File: src/rtl/ram_arbiter_pkg.sv
// Shared constants, state encoding and port identifiers for the fetch/data RAM arbiter.
// These take the place of the shared config.v include macros.
package ram_arbiter_pkg;

  localparam int          XLEN           = 32;
  localparam int          IT_RAM_DEPTH   = 4096;
  localparam int          DATA_RAM_DEPTH = 4096;
  localparam logic        READ_ENABLE    = 1'b1;
  localparam logic        WRITE_ENABLE   = 1'b1;
  localparam logic [31:0] ZERO_32BIT     = 32'h0000_0000;

  typedef enum logic [1:0] {
    IDLE     = 2'd0,
    ISSUE_RD = 2'd1,
    RESP_RD  = 2'd2,
    ISSUE_WR = 2'd3
  } arb_state_e;

  typedef enum logic {
    PORT_IF = 1'b0,
    PORT_DM = 1'b1
  } port_e;

endpackage

File: src/rtl/ram_arbiter.sv
// Two-port (fetch / data) arbiter in front of a single synchronous RAM.
// Data port has priority; a starvation counter guarantees the fetch port a grant.
module ram_arbiter
  import ram_arbiter_pkg::*;
#(
  parameter int ADDR_W       = 32,
  parameter int MEM_BYTES    = IT_RAM_DEPTH + DATA_RAM_DEPTH,
  parameter int STARVE_LIMIT = 4
) (
  input  logic              clk,
  input  logic              rst,
  // Handshake: a requester raises req with addr/we/wdata and holds all of them
  // stable until it sees a one-cycle ack or err; the arbiter samples them in IDLE only.
  input  logic              if_req,
  input  logic [ADDR_W-1:0] if_addr,
  output logic              if_ack,
  output logic [XLEN-1:0]   if_rdata,
  output logic              if_err,
  input  logic              dm_req,
  input  logic              dm_we,
  input  logic [ADDR_W-1:0] dm_addr,
  input  logic [XLEN-1:0]   dm_wdata,
  output logic              dm_ack,
  output logic [XLEN-1:0]   dm_rdata,
  output logic              dm_err,
  output logic              ram_en,
  output logic              ram_read_flag,
  output logic [ADDR_W-1:0] ram_read_addr,
  input  logic [XLEN-1:0]   ram_read_data,
  output logic              ram_write_flag,
  output logic [ADDR_W-1:0] ram_write_addr,
  output logic [XLEN-1:0]   ram_write_data,
  output arb_state_e        dbg_state
);

  localparam int                CNT_W          = (STARVE_LIMIT > 0) ? $clog2(STARVE_LIMIT + 1) : 1;
  localparam logic [CNT_W-1:0]  STARVE_MAX     = CNT_W'(STARVE_LIMIT);
  localparam logic [ADDR_W-1:0] LAST_WORD_ADDR = ADDR_W'(MEM_BYTES - 4);

  arb_state_e        state_q, state_d;
  port_e             sel_q, sel_d;
  logic [CNT_W-1:0]  starve_q, starve_d;
  logic              if_err_q, if_err_d;
  logic              dm_err_q, dm_err_d;
  logic [XLEN-1:0]   if_rdata_q, if_rdata_d;
  logic [XLEN-1:0]   dm_rdata_q, dm_rdata_d;
  logic              ram_en_q, ram_en_d;
  logic              ram_read_flag_q, ram_read_flag_d;
  logic              ram_write_flag_q, ram_write_flag_d;
  logic [ADDR_W-1:0] ram_read_addr_q, ram_read_addr_d;
  logic [ADDR_W-1:0] ram_write_addr_q, ram_write_addr_d;
  logic [XLEN-1:0]   ram_write_data_q, ram_write_data_d;

  logic              if_cand, dm_cand;
  logic              grant, grant_dm, grant_wr, grant_oor;
  logic [ADDR_W-1:0] grant_addr;

  // A port whose err is being pulsed this cycle still holds req; it is not a new request.
  always_comb begin
    if_cand    = if_req && !if_err_q;
    dm_cand    = dm_req && !dm_err_q;
    grant      = (state_q == IDLE) && (if_cand || dm_cand);
    grant_dm   = dm_cand && (!if_cand || (starve_q < STARVE_MAX));
    grant_addr = grant_dm ? dm_addr : if_addr;
    grant_wr   = grant_dm && dm_we;
    grant_oor  = grant_addr > LAST_WORD_ADDR;
  end

  always_ff @(posedge clk) begin
    if (rst) begin
      state_q          <= IDLE;
      sel_q            <= PORT_IF;
      starve_q         <= '0;
      if_err_q         <= 1'b0;
      dm_err_q         <= 1'b0;
      if_rdata_q       <= ZERO_32BIT;
      dm_rdata_q       <= ZERO_32BIT;
      ram_en_q         <= 1'b0;
      ram_read_flag_q  <= 1'b0;
      ram_write_flag_q <= 1'b0;
      ram_read_addr_q  <= '0;
      ram_write_addr_q <= '0;
      ram_write_data_q <= ZERO_32BIT;
    end else begin
      state_q          <= state_d;
      sel_q            <= sel_d;
      starve_q         <= starve_d;
      if_err_q         <= if_err_d;
      dm_err_q         <= dm_err_d;
      if_rdata_q       <= if_rdata_d;
      dm_rdata_q       <= dm_rdata_d;
      ram_en_q         <= ram_en_d;
      ram_read_flag_q  <= ram_read_flag_d;
      ram_write_flag_q <= ram_write_flag_d;
      ram_read_addr_q  <= ram_read_addr_d;
      ram_write_addr_q <= ram_write_addr_d;
      ram_write_data_q <= ram_write_data_d;
    end
  end

  // Out-of-range grants never leave IDLE; they only raise err next cycle.
  always_comb begin
    state_d = state_q;
    sel_d   = sel_q;
    case (state_q)
      IDLE: begin
        if (grant && !grant_oor) begin
          sel_d   = grant_dm ? PORT_DM : PORT_IF;
          state_d = grant_wr ? ISSUE_WR : ISSUE_RD;
        end
      end
      ISSUE_RD: state_d = RESP_RD;
      RESP_RD:  state_d = IDLE;
      ISSUE_WR: state_d = IDLE;
      default:  state_d = IDLE;
    endcase
  end

  always_comb begin
    starve_d         = starve_q;
    if_err_d         = 1'b0;
    dm_err_d         = 1'b0;
    if_rdata_d       = if_rdata_q;
    dm_rdata_d       = dm_rdata_q;
    ram_en_d         = 1'b0;
    ram_read_flag_d  = 1'b0;
    ram_write_flag_d = 1'b0;
    ram_read_addr_d  = ram_read_addr_q;
    ram_write_addr_d = ram_write_addr_q;
    ram_write_data_d = ram_write_data_q;

    if (state_q == RESP_RD) begin
      if (sel_q == PORT_IF) if_rdata_d = ram_read_data;
      else                  dm_rdata_d = ram_read_data;
    end

    if (grant) begin
      if (!grant_dm) begin
        starve_d = '0;
      end else if (if_cand && (starve_q < STARVE_MAX)) begin
        starve_d = starve_q + CNT_W'(1);
      end

      if (grant_oor) begin
        if (grant_dm) begin
          dm_err_d   = 1'b1;
          dm_rdata_d = ZERO_32BIT;
        end else begin
          if_err_d   = 1'b1;
          if_rdata_d = ZERO_32BIT;
        end
      end else if (grant_wr) begin
        ram_en_d         = 1'b1;
        ram_write_flag_d = WRITE_ENABLE;
        ram_write_addr_d = grant_addr;
        ram_write_data_d = dm_wdata;
      end else begin
        ram_en_d        = 1'b1;
        ram_read_flag_d = READ_ENABLE;
        ram_read_addr_d = grant_addr;
      end
    end
  end

  // Read data is forwarded from the RAM during the ack cycle and held afterwards.
  always_comb begin
    if_ack         = (state_q == RESP_RD) && (sel_q == PORT_IF);
    dm_ack         = ((state_q == RESP_RD) && (sel_q == PORT_DM)) || (state_q == ISSUE_WR);
    if_rdata       = ((state_q == RESP_RD) && (sel_q == PORT_IF)) ? ram_read_data : if_rdata_q;
    dm_rdata       = ((state_q == RESP_RD) && (sel_q == PORT_DM)) ? ram_read_data : dm_rdata_q;
    if_err         = if_err_q;
    dm_err         = dm_err_q;
    ram_en         = ram_en_q;
    ram_read_flag  = ram_read_flag_q;
    ram_read_addr  = ram_read_addr_q;
    ram_write_flag = ram_write_flag_q;
    ram_write_addr = ram_write_addr_q;
    ram_write_data = ram_write_data_q;
    dbg_state      = state_q;
  end

endmodule

File: config.mk
export PLATFORM = sky130hd
export DESIGN_NAME = ram_arbiter
export DESIGN_NICKNAME = d
export VERILOG_FILES = /design/src/rtl/ram_arbiter_pkg.sv /design/src/rtl/ram_arbiter.sv
export SDC_FILE = /design/constraint.sdc
export NUM_CORES = 1
export LEC_CHECK = 0
export ABC_AREA = 1
export BUFFER_PORTS_ARGS = -buffer_cell sky130_fd_sc_hd__buf_2
export CAP_MARGIN = 5
export CORE_UTILIZATION = 31
export CTS_BUF_LIST = sky130_fd_sc_hd__clkbuf_2
export DETAILED_ROUTE_END_ITERATION = 8
export GPL_TIMING_DRIVEN = 0
export SYNTH_ARGS = -nofsm -noshare
export SYNTH_HDL_FRONTEND = slang
export SYNTH_SLANG_ARGS = --single-unit
File: constraint.sdc
create_clock -name clk -period 2.04 [get_ports clk]
set_input_delay 0 -clock clk [delete_from_list [all_inputs] [get_ports clk]]
set_output_delay 0 -clock clk [all_outputs]
set_load 0.01 [all_outputs]
==> impl_metrics.tcl <==
set metrics [dict create \
    crit_slowest_cell "dfxtp_2" \
    core_um2 22100 \
    worst_slack_ns -0.387 \
    power_density_nw_per_um2 434 \
    synth.avg_cell_area_um2 7.24 \
    grt_pass1_vias 9202 \
    overflow 0 \
    grt_setup_unrepaired "yes" \
    slew_headroom_pct 52.7 \
    drtIter0Drc 488 \
    drc 0 \
    die_area_um2 23400 \
    violations "negative setup slack" \
    grt_max_degree 19 \
    critPathCaptureType "register" \
    leakage_uw 0.00696 \
    cp_slowest_stage_delay_ns 0.41 \
    via_per_inst 5.07 \
    drive_gt1_share_pct 52.4 \
    crit_family "simple AND/OR/NAND/NOR gates" \
    finalSetupViolations 230 \
    gp_congestion 0.828 \
    report.final.slew_viol_count 0 \
    syn_nets 1109 \
    route.vias.total 9716 \
    cp_max_fo 8 \
    cp.arrival_ns 3.15 \
    cts_tree "built" \
    whs_ns 0.0622 \
    path_class "register to register" \
    cts-buffers-inserted 17 \
    first_pass_iters 6 \
    start_util_pct 31.9 \
    path_buf_inv 3 \
    startpoint_type "register" \
    clk_path_buf_depth 2 \
    numPortBuffers 300 \
    max_slew.worst_pin.slew_ns 0.710 \
    hold_viol_final 0 \
    skew_ns 0.0656 \
    hold_class "primary input to register" \
    ant_nets 0 \
    grt_antenna_before_repair 3 \
    syn_area_um2 7060 \
    cp_common_cell "nor2_4" \
    wirelength_um 37900 \
    ir_drop_mv 0.442 \
    maxCapViolCount 0 \
    cp_cell_sequence "nor2_4 > buf_6 > buf_12 > nand3b_1 > nand2_2 > nand2_1 > nor2_1 > nand3_1 > nor2_4 > nand2_4 > nand3_4 > nand2_8 > buf_8 > nor2_2" \
    die_h_um 153 \
    layout_worst_path_cycle_share_pct 119 \
    yosys_warnings 0 \
    wl_per_cell_um 19.8 \
    ys_ff_latch 171 \
    fin_tns_setup_ns -57.48 \
    ys_seq_area_share_pct 48.5 \
    clockRootBuffer "clkbuf_2" \
    die_w_um 153 \
    p_total_uw 6370 \
    area_delta_synth_final_pct 108 \
    grt_use_total_pct 25.6 \
    path_clk_slew_ns 0.32 \
    htreeDepth 4 \
    yosysUniqueCellTypes 27 \
    dp_slack_ns -0.528 \
    required_ns 2.76 \
    fin_nets 1752 \
    num_rows 54 \
    cts.sinks 171 \
    postLayoutCoreUtil_pct 66.5 \
    num_io_pins 302 \
    dp_hpwl_um 17000 \
    max_freq_mhz 412 \
    period_minus_slack_ns 2.43 \
    clk_latency_ns 0.81 \
    synthCells 975 \
    grt_pass1_wl_um 47500 \
    status "finished with violations" \
]
-- state kept, by name (all words and copies together), names as in the netlist, 2 cells and up --
register and cells:
ram_write_data 32, dbg_state 2, dm_rdata_q 32, starve_q 3, ram_read_addr 32, ram_write_addr 32
if_rdata_q 32
-- final timing paths --
| path | slack, ns | end | startpoint | depth (start not counted) |
|---|---|---|---|---|
| worst max register to register | -0.39 | dm_rdata_q[7] | dm_err | 14 |
| worst max-delay path | -0.39 | dm_rdata_q[7] | dm_err | 14 |
| worst min register to register | 0.45 | ram_read_addr[23] | ram_read_addr[23] | 2 |
| worst min-delay path | 0.06 | if_err | dm_addr[3] | 10 |
-- cell families (layout without fill, tap and decap cells) --
logic type,after synthesis,count (layout),synth area share (%)
AND/OR/NAND/NOR,461,466,29.5
buffers and inverters,204,855,11.8
AO/OA/AOI/OAI,136,136,9.68
adder cells (fa/ha/maj),1,1,0.177
XOR/XNOR,2,2,0.248
flip-flops,171,171,48.5
other,0,5,0
-- cell type report --
cell class	instances	area, µm²
multi-input combinational	605	4520
fill	1579	7410
clock inverter	15	153
sequential	171	3440
tap	280	350
antenna	5	12.5
clock buffer	17	85.1
timing repair buffer	620	4920
inverter	141	544
buffer	62	656
-- what timing repair did --
item	in CTS	in global routing
gates cloned	14	17
setup endpoints to repair	233	230
gates resized for setup	306	418
setup buffers	70	34
pin swaps	17	41
hold buffers	189	1
hold endpoints to repair	142	1
-- through the flow --
| stage | area (µm²) | instances |
|---|---|---|
| 3_3_place_gp | 8910 | 1555 |
| 3_5_place_dp | 8910 | 1555 |
| 2_1_floorplan | 7060 | 975 |
| 5_1_grt | 14700 | 1914 |
| 6_report | 14700 | 1916 |
| 4_1_cts | 12600 | 1860 |
-- worst register-to-register path, stage by stage, from the launching register on --
cell and delay, ns:
dfxtp_2 0.41, nor2_4 0.16, buf_6 0.16, buf_12 0.11
nand3b_1 0.08, nand2_2 0.07, nand2_1 0.08, nor2_1 0.18
nand3_1 0.14, nor2_4 0.21, nand2_4 0.10, nand3_4 0.10
nand2_8 0.12, buf_8 0.19, nor2_2 0.20
-- cell usage after synthesis, drive strengths merged --
library cell / n / share of area, %
nand3: 11 / 1.1
buf: 30 / 2.6
xor2: 2 / 0.25
nand2: 211 / 11
or2: 32 / 2.8
nand4: 59 / 5.2
ha: 1 / 0.18
nor3: 3 / 0.21
dfxtp: 171 / 49
a21oi: 61 / 4.3
o21ai: 74 / 5.2
clkbuf: 33 / 1.8
nor2: 129 / 7.0
nand3b: 16 / 1.7
o211ai: 1 / 0.11
inv: 141 / 7.5
-- power by group --
part	internal, µW	total (µW)	switching, µW
Clock	399	1870	1470
Sequential	3360	3360	4.86
Combinational	583	1140	552
-- cell usage in the layout, fill, tap and decap left out, types with 32 or more instances in the layout --
cell type,count
dfxtp_1,166
buf_6,56
nor2_4,50
inv_1,113
nand2_2,72
nand2_1,117
dlygate4sd3_1,190
nand4_1,59
or2_4,32
buf_4,91
nor2_1,56
a21oi_1,33
o21ai_4,46
buf_2,275
-- metal layers --
layer	vias to the layer above	part of all wire, %	global-route usage [%]
met2	574	49	45.3
li1	4357	-	-
met3	253	7.3	7.03
met4	0	7.8	14.4
met5	-	0	0
met1	4532	36	27.6
(Power assumes the default switching activity.)
